===== src/rtl/ita_act_packer_pkg.sv =====
// Shared constants and types for the activation output packer.
package ita_act_packer_pkg;

  localparam int N        = 16;
  localparam int WI       = 8;
  localparam int ACT_PACK = 4;
  localparam int BEAT_W   = N * WI;
  localparam int CNT_W    = (ACT_PACK > 2) ? $clog2(ACT_PACK) : 1;

  typedef logic [BEAT_W-1:0]          act_beat_t;
  typedef logic [ACT_PACK*N*WI-1:0]   act_word_t;
  typedef logic [ACT_PACK*N-1:0]      act_strb_t;
  typedef logic [CNT_W-1:0]           act_cnt_t;

endpackage


===== src/rtl/ita_act_packer.sv =====
// Packs ACT_PACK consecutive N-lane activation beats into one wide output word.
// A tile end closes the word early; missing slots are zero with cleared strobes.
module ita_act_packer
  import ita_act_packer_pkg::*;
(
  input  logic      clk_i,
  input  logic      rst_i,
  input  logic      valid_i,
  output logic      ready_o,
  input  act_beat_t data_i,
  input  logic      last_i,
  output logic      valid_o,
  input  logic      ready_i,
  output act_word_t data_o,
  output act_strb_t strb_o,
  output logic      last_o,
  output act_cnt_t  count_o
);

  localparam int       SLOTS   = ACT_PACK - 1;
  localparam act_cnt_t CNT_MAX = act_cnt_t'(ACT_PACK - 1);

  act_beat_t        slot_q [SLOTS];
  logic [SLOTS-1:0] slot_strb_q;
  act_cnt_t         cnt_q;
  logic             accept;
  logic             complete;
  act_word_t        word_d;
  act_strb_t        strb_d;

  assign ready_o  = !valid_o || ready_i;
  assign accept   = valid_i && ready_o;
  assign complete = accept && ((cnt_q == CNT_MAX) || last_i);
  assign count_o  = cnt_q;

  // Build the next output word: held slots below cnt, current beat at cnt, zeros above.
  always_comb begin
    word_d = '0;
    strb_d = '0;
    for (int s = 0; s < SLOTS; s++) begin
      if (act_cnt_t'(s) < cnt_q) begin
        if (slot_strb_q[s]) begin
          word_d[s*BEAT_W +: BEAT_W] = slot_q[s];
        end
        strb_d[s*N +: N] = {N{slot_strb_q[s]}};
      end else if (act_cnt_t'(s) == cnt_q) begin
        word_d[s*BEAT_W +: BEAT_W] = data_i;
        strb_d[s*N +: N]           = '1;
      end
    end
    if (cnt_q == CNT_MAX) begin
      word_d[SLOTS*BEAT_W +: BEAT_W] = data_i;
      strb_d[SLOTS*N +: N]           = '1;
    end
  end

  // Store non-completing beats in the assembly slot selected by the fill counter.
  always_ff @(posedge clk_i) begin
    if (accept && !complete) begin
      slot_q[cnt_q] <= data_i;
    end
  end

  // Fill counter, slot strobes and the registered output word with its handshake.
  always_ff @(posedge clk_i) begin
    if (rst_i) begin
      cnt_q       <= '0;
      slot_strb_q <= '0;
      valid_o     <= 1'b0;
      data_o      <= '0;
      strb_o      <= '0;
      last_o      <= 1'b0;
    end else if (complete) begin
      data_o      <= word_d;
      strb_o      <= strb_d;
      last_o      <= last_i;
      valid_o     <= 1'b1;
      cnt_q       <= '0;
      slot_strb_q <= '0;
    end else begin
      if (accept) begin
        slot_strb_q[cnt_q] <= 1'b1;
        cnt_q              <= cnt_q + 1'b1;
      end
      if (valid_o && ready_i) begin
        valid_o <= 1'b0;
      end
    end
  end

endmodule

===== config.mk =====
export PLATFORM = sky130hd
export DESIGN_NAME = ita_act_packer
export DESIGN_NICKNAME = d
export VERILOG_FILES = /design/src/rtl/ita_act_packer_pkg.sv /design/src/rtl/ita_act_packer.sv
export SDC_FILE = /design/constraint.sdc
export NUM_CORES = 1
export LEC_CHECK = 0
export ABC_AREA = 0
export BUFFER_PORTS_ARGS = -buffer_cell sky130_fd_sc_hd__buf_2
export CORE_MARGIN = 1.5
export CORE_UTILIZATION = 45
export DETAILED_ROUTE_END_ITERATION = 10
export PLACE_DENSITY_LB_ADDON = 0.05
export SYNTH_ARGS = -nofsm -noshare
export SYNTH_HDL_FRONTEND = slang
export SYNTH_SLANG_ARGS = --single-unit

===== constraint.sdc =====
create_clock -name clk_i -period 11.9 [get_ports clk_i]
set_input_delay 0.595 -clock clk_i [delete_from_list [all_inputs] [get_ports clk_i]]
set_output_delay 0.595 -clock clk_i [all_outputs]
set_load 0.03 [all_outputs]

==> results of run 1 <==
==> layout make-up <==
class | count | area, um2 | share of cell area (%)
inverter | 6 | 37.5 | 0.0901
sequential | 907 | 22000 | 52.8
tap | 1040 | 1300 | 3.12
clock inverter | 25 | 236 | 0.568
multi-input combinational | 1579 | 11300 | 27.1
clock buffer | 154 | 2900 | 6.95
timing repair buffer | 744 | 3880 | 9.32
==> power breakdown <==
| group | internal (W) | switching, W |
|---|---|---|
| clock | 0.00175 | 0.00123 |
| sequential | 0.00337 | 0.0000763 |
| combinational | 0.000221 | 0.000624 |
==> Yosys cell counts (6+ instances only) <==
master    instances  share of area (%)
buf_4           106                2.2
buf_1            11               0.12
clkbuf_1        188                2.0
nor2_1            6              0.063
and3_1          131                2.3
a22o_1          128                3.2
and3b_1         128                3.2
buf_2           127                1.8
buf_6            14               0.44
a31oi_1         646                 11
a22oi_1         128                2.7
a211oi_1        387                8.2
dfxtp_1         523                 29
edfxtp_1        384                 32
==> cells in the final DEF, fill, tap and decap left out, types with 4 or more instances in the layout <==
master	instances
edfxtp_1	384
clkinv_2	12
clkbuf_8	19
buf_4	26
bufinv_16	4
nor2_1	6
a22oi_1	128
a31oi_1	646
and3b_1	128
a22o_1	128
buf_2	711
inv_6	4
buf_12	5
a211oi_1	387
clkbuf_16	100
and3_1	128
clkinv_1	4
ha_4	4
clkbuf_1	35
dfxtp_1	520
==> metal layers <==
layer / vias up / routed length, um / GRT usage [%]
li1: 12600 / - / -
met1: 14300 / 51600 / 39.7
met2: 1229 / 57000 / 45.6
met3: 170 / 9720 / 6.36
met4: 0 / 3920 / 9.68
met5: - / 0 / 0
==> state kept, by name, indices dropped and copies added (netlist names) <==
name and flops:
data_o 512, valid_o 1, slot_q 384, slot_strb_q 3, count_o 2, last_o 1
strb_o 4
==> per-stage QoR <==
stage               hold WS (ns)  instance area (um2)
floorplan                  0.452                35600
global placement           0.450                38500
detailed placement         0.449                38500
CTS                        0.204                41700
global route               0.220                41700
finish                     0.228                41700
==> cell families after synthesis <==
logic type | count (synthesis)
buf+inv | 452
simple gates | 273
mux | 2
fa+ha+maj | 5
flops | 907
compound gates | 1299
==> path summary, 6_finish.rpt <==
path / startpoint / endpoint / slack, ns / cells past startpoint
max reg2reg: count_o[1] / data_o[50] / 7.53 / 7
min reg2reg: data_o[493] / data_o[493] / 0.47 / 1
min: data_i[35] / slot_q[0][35] / 0.23 / 1
max: count_o[1] / data_o[50] / 7.53 / 7
==> worst max-delay path, cell delays in order (launching register included) <==
cell and delay (ns):
dfxtp_4 0.65, buf_4 0.79, ha_1 0.34, or2_4 0.16, buf_12 0.53, buf_12 0.75
a31oi_1 0.22, a211oi_1 0.29
==> impl_metrics.toml, run 1 <==
[outcome]
status = "complete, no violations"

[timing]
period_minus_slack_ns = 4.37
worstMarginPinSlew_ns = 1.47
rsz0062_at_grt = "no"
period_share_pct = 36.7
slew_headroom_pct = 1.79
setup_tns_ns = 0
slew_violations = 0
hold_viol = 0
max_freq_ghz = 0.229
setup_viol = 0
clock_skew_ns = 0.0142
worst_slack_ns = 7.53

[drt]
ant_nets = 0
drt-vias-per-instance = 6.36
drt_pass1_iterations = 6
drc = 0
drtIter0Drc = 2550
wl_mm = 122
num_vias = 28300
route.detailed.wl_per_inst_um = 27.4

[power]
fin_total_pwr_w = 0.00728
leakage_nw = 16.4
power_density_mw_per_mm2 = 175
peakVddDrop_v = 0.000111

[clock_tree]
clkTransAtPathRegs_ns = 0.06
cts_resized = 0
clkLatencyLatePin_ns = 0.64
cts_num_sinks = 907
postCtsSetupRepairBufs = 0
cts_tree = "built"
cts.htree.levels = 3
numCtsBuffers = 96
cts_buffer_depth = 3
hold_buffers = 0
clockRootBuffer = "clkbuf_16"

[synth]
seq_area_frac_synth_pct = 61.8
synthSimpleGateAreaFrac_pct = 5.69
ys_types = 31
synth_compound_area_share_pct = 25.6
synth_edf_count = 384
netlist_area_mm2 = 0.0356
synthArstFlopShare_pct = 0
syn_inst = 2938
synth-xor-area-share_pct = 0
synth_seq_cells = 907
ys.flop_type = "dfxtp_1"
synth.area.mux_share_pct = 0.0563
ys_warn_count = 0
syn_area_per_cell_um2 = 12.1
synthAdderAreaFrac_pct = 0.176
syn-num-nets = 3076
synth_top_family_by_area = "compound AO/OA/AOI/OAI gates"

[run]
drv_cap = 0

[worst_hold_path]
hold_class = "in -> reg"

[worst_setup_path]
end_kind = "register"
start_kind = "register"
arrival_ns = 4.91
required_ns = 12.45
criticalPathCategory = "reg -> reg"
path_max_fanout = 200

[place]
io_buffers = 713
hpwl_mm = 70.4
pre_cts_slack_ns = 7.62
place.gp.congestion = 0.795
post-place-cells = 4276

[grt]
grt_pass1_vias = 27000
grt-ovfl-total = 0
grt_max_degree = 220
grt_pass1_wl_mm = 183
grt_util_all_layers_pct = 29.0
antenna_found_initial = 1

[floorplan]
fp.coreArea_mm2 = 0.0778
rows = 102
dieArea_mm2 = 0.0807
die_h_um = 284
die_w_um = 284
start_util_pct = 45.7
ios = 714

[layout]
fin_util_pct = 53.5
fin_cells = 4455
layout.nets = 3472
final_layout_size_suffix_gt1_share_pct = 26.4
area_delta_synth_final_pct = 17.1
nFillCells = 6883
n_antenna_cell = 0
(Power assumes the default switching activity.)
==> inputs of run 2 (changes only) <==
==> constraint.sdc (replaced) <==
create_clock -name clk_i -period 4.2 [get_ports clk_i]
set_input_delay 0.21 -clock clk_i [delete_from_list [all_inputs] [get_ports clk_i]]
set_output_delay 0.21 -clock clk_i [all_outputs]
set_load 0.03 [all_outputs]
==> run 2 against run 1 <==
Clock-buffer cell count is 9 lower. Flip-flop and latch count unchanged. Routed wire length increased by 0.15%. Register-to-register slack lost 6.7 ns. Highest routed layer unchanged. Setup slack worse by 6.7 ns.
==> impl_metrics.toml, run 2 (synthesis results as in run 1) <==
[worst_setup_path]
cp_num_buf_inv = 3
crit_start = "count_o[1]"
path_max_fanout = 70
arrival_ns = 3.64
critPathTopFamily = "buffers and inverters"
slowest_delay_ns = 0.71
worstReg2RegStart = "count_o[1]"
end_kind = "register"
required_ns = 4.47
cp_slowest_cell = "ha_4"
criticalPathCategory = "reg -> reg"
cpMostUsedCell = "buf_4"
worstPathCellList = "inv_4 -> buf_4 -> ha_4 -> and3_4 -> buf_4"
start_kind = "register"

[timing]
slew_headroom_pct = 13.1
setup_tns_ns = 0
rsz0062_at_grt = "no"
max_freq_ghz = 0.297
worstMarginPinSlew_ns = 1.30
clock_skew_ns = 0.0221
hold_viol = 0
timing.hold.ws_ns = 0.0929
period_share_pct = 80.1
setup_viol = 0
slew_violations = 0
period_minus_slack_ns = 3.36

[layout]
top_register = "data_o"
layout_common_cells = "711 x buf_2, 646 x a31oi_1, 520 x dfxtp_1"
top_regs = "data_o (512), slot_q (384), strb_o (4)"
final_layout_size_suffix_gt1_share_pct = 26.0
layout.nets = 3620
n_antenna_cell = 0
final_common_cell = "buf_2"
largest_register_ff_count = 512
fin_util_pct = 55.7
area_delta_synth_final_pct = 22.0

[grt]
grt-ovfl-total = 0
grt_util_all_layers_pct = 28.9
grt_pass1_vias = 27600
grt_max_degree = 203
antenna_found_initial = 0
grt_pass1_wl_mm = 182

[drt]
num_vias = 29000
wl_mm = 122
ant_nets = 0
drtIter0Drc = 2723
drt_pass1_iterations = 5
drc = 0
drt-vias-per-instance = 6.29
route.detailed.wl_per_inst_um = 26.6

[floorplan]
start_util_pct = 45.7
dieArea_mm2 = 0.0807
die_w_um = 284
rows = 102
fp.coreArea_mm2 = 0.0778
ios = 714
die_h_um = 284

[power]
power_density_mw_per_mm2 = 479
leakage_nw = 17.1
peakVddDrop_v = 0.000349
fin_total_pwr_w = 0.0208

[clock_tree]
clockRootBuffer = "clkbuf_16"
cts_resized = 0
clkLatencyLatePin_ns = 0.65
cts_buffer_depth = 3
cts_num_sinks = 907
numCtsBuffers = 96
hold_buffers = 131
cts.htree.levels = 3
cts_tree = "built"
clkTransAtPathRegs_ns = 0.06
postCtsSetupRepairBufs = 0

[run]
drv_cap = 0

[place]
place.gp.congestion = 0.785
hpwl_mm = 70.3
io_buffers = 713

[worst_hold_path]
hold_class = "in -> reg"
min_from = "valid_i"

[outcome]
status = "complete, no violations"
[run 2: cell type report]
class / instances / area (um2)
fill: 6673 / 34500
clock buffer: 145 / 2870
sequential: 907 / 22000
multi-input combinational: 1579 / 11300
timing repair buffer: 892 / 5570
tap: 1040 / 1300
clock inverter: 35 / 295
inverter: 6 / 37.5
[run 2: worst min-delay path, delay by kind of cell]
family	cells	cell delay (ns)
AOI/OAI and AO/OA	2	0.23
buffers and inverters	1	0.22
[run 2: final timing paths]
kind                                 endpoint  slack, ns  cells after the start
worst min-delay path               strb_o[47]       0.09                      3
worst max register to register  slot_q[1][16]       0.84                      5
worst max-delay path            slot_q[1][16]       0.84                      5
worst min register to register    data_o[392]       0.47                      1
[run 2: per-layer routing]
layer | GRT usage [%] | share of wire (%) | vias to the layer above
met5 | 0 | 0 | -
met4 | 10.3 | 3.3 | 0
met3 | 5.83 | 7.5 | 186
met2 | 45.4 | 47 | 1262
met1 | 39.5 | 42 | 14600
li1 | - | - | 12900
[run 2: stage by stage]
step	instance area (um2)	setup slack (ns)	instances
2_1_floorplan	35600	0.461	2938
3_3_place_gp	38900	0.860	4293
3_5_place_dp	38900	0.846	4293
4_1_cts	43400	0.850	4604
5_1_grt	43400	0.697	4604
6_report	43400	0.835	4604
[run 2: power breakdown]
part,internal (W),leakage [nW],total [W],switching [W]
combinational,0.000733,7.78,0.00252,0.00179
sequential,0.00955,7.78,0.00977,0.000214
clock,0.00497,1.57,0.00849,0.00352
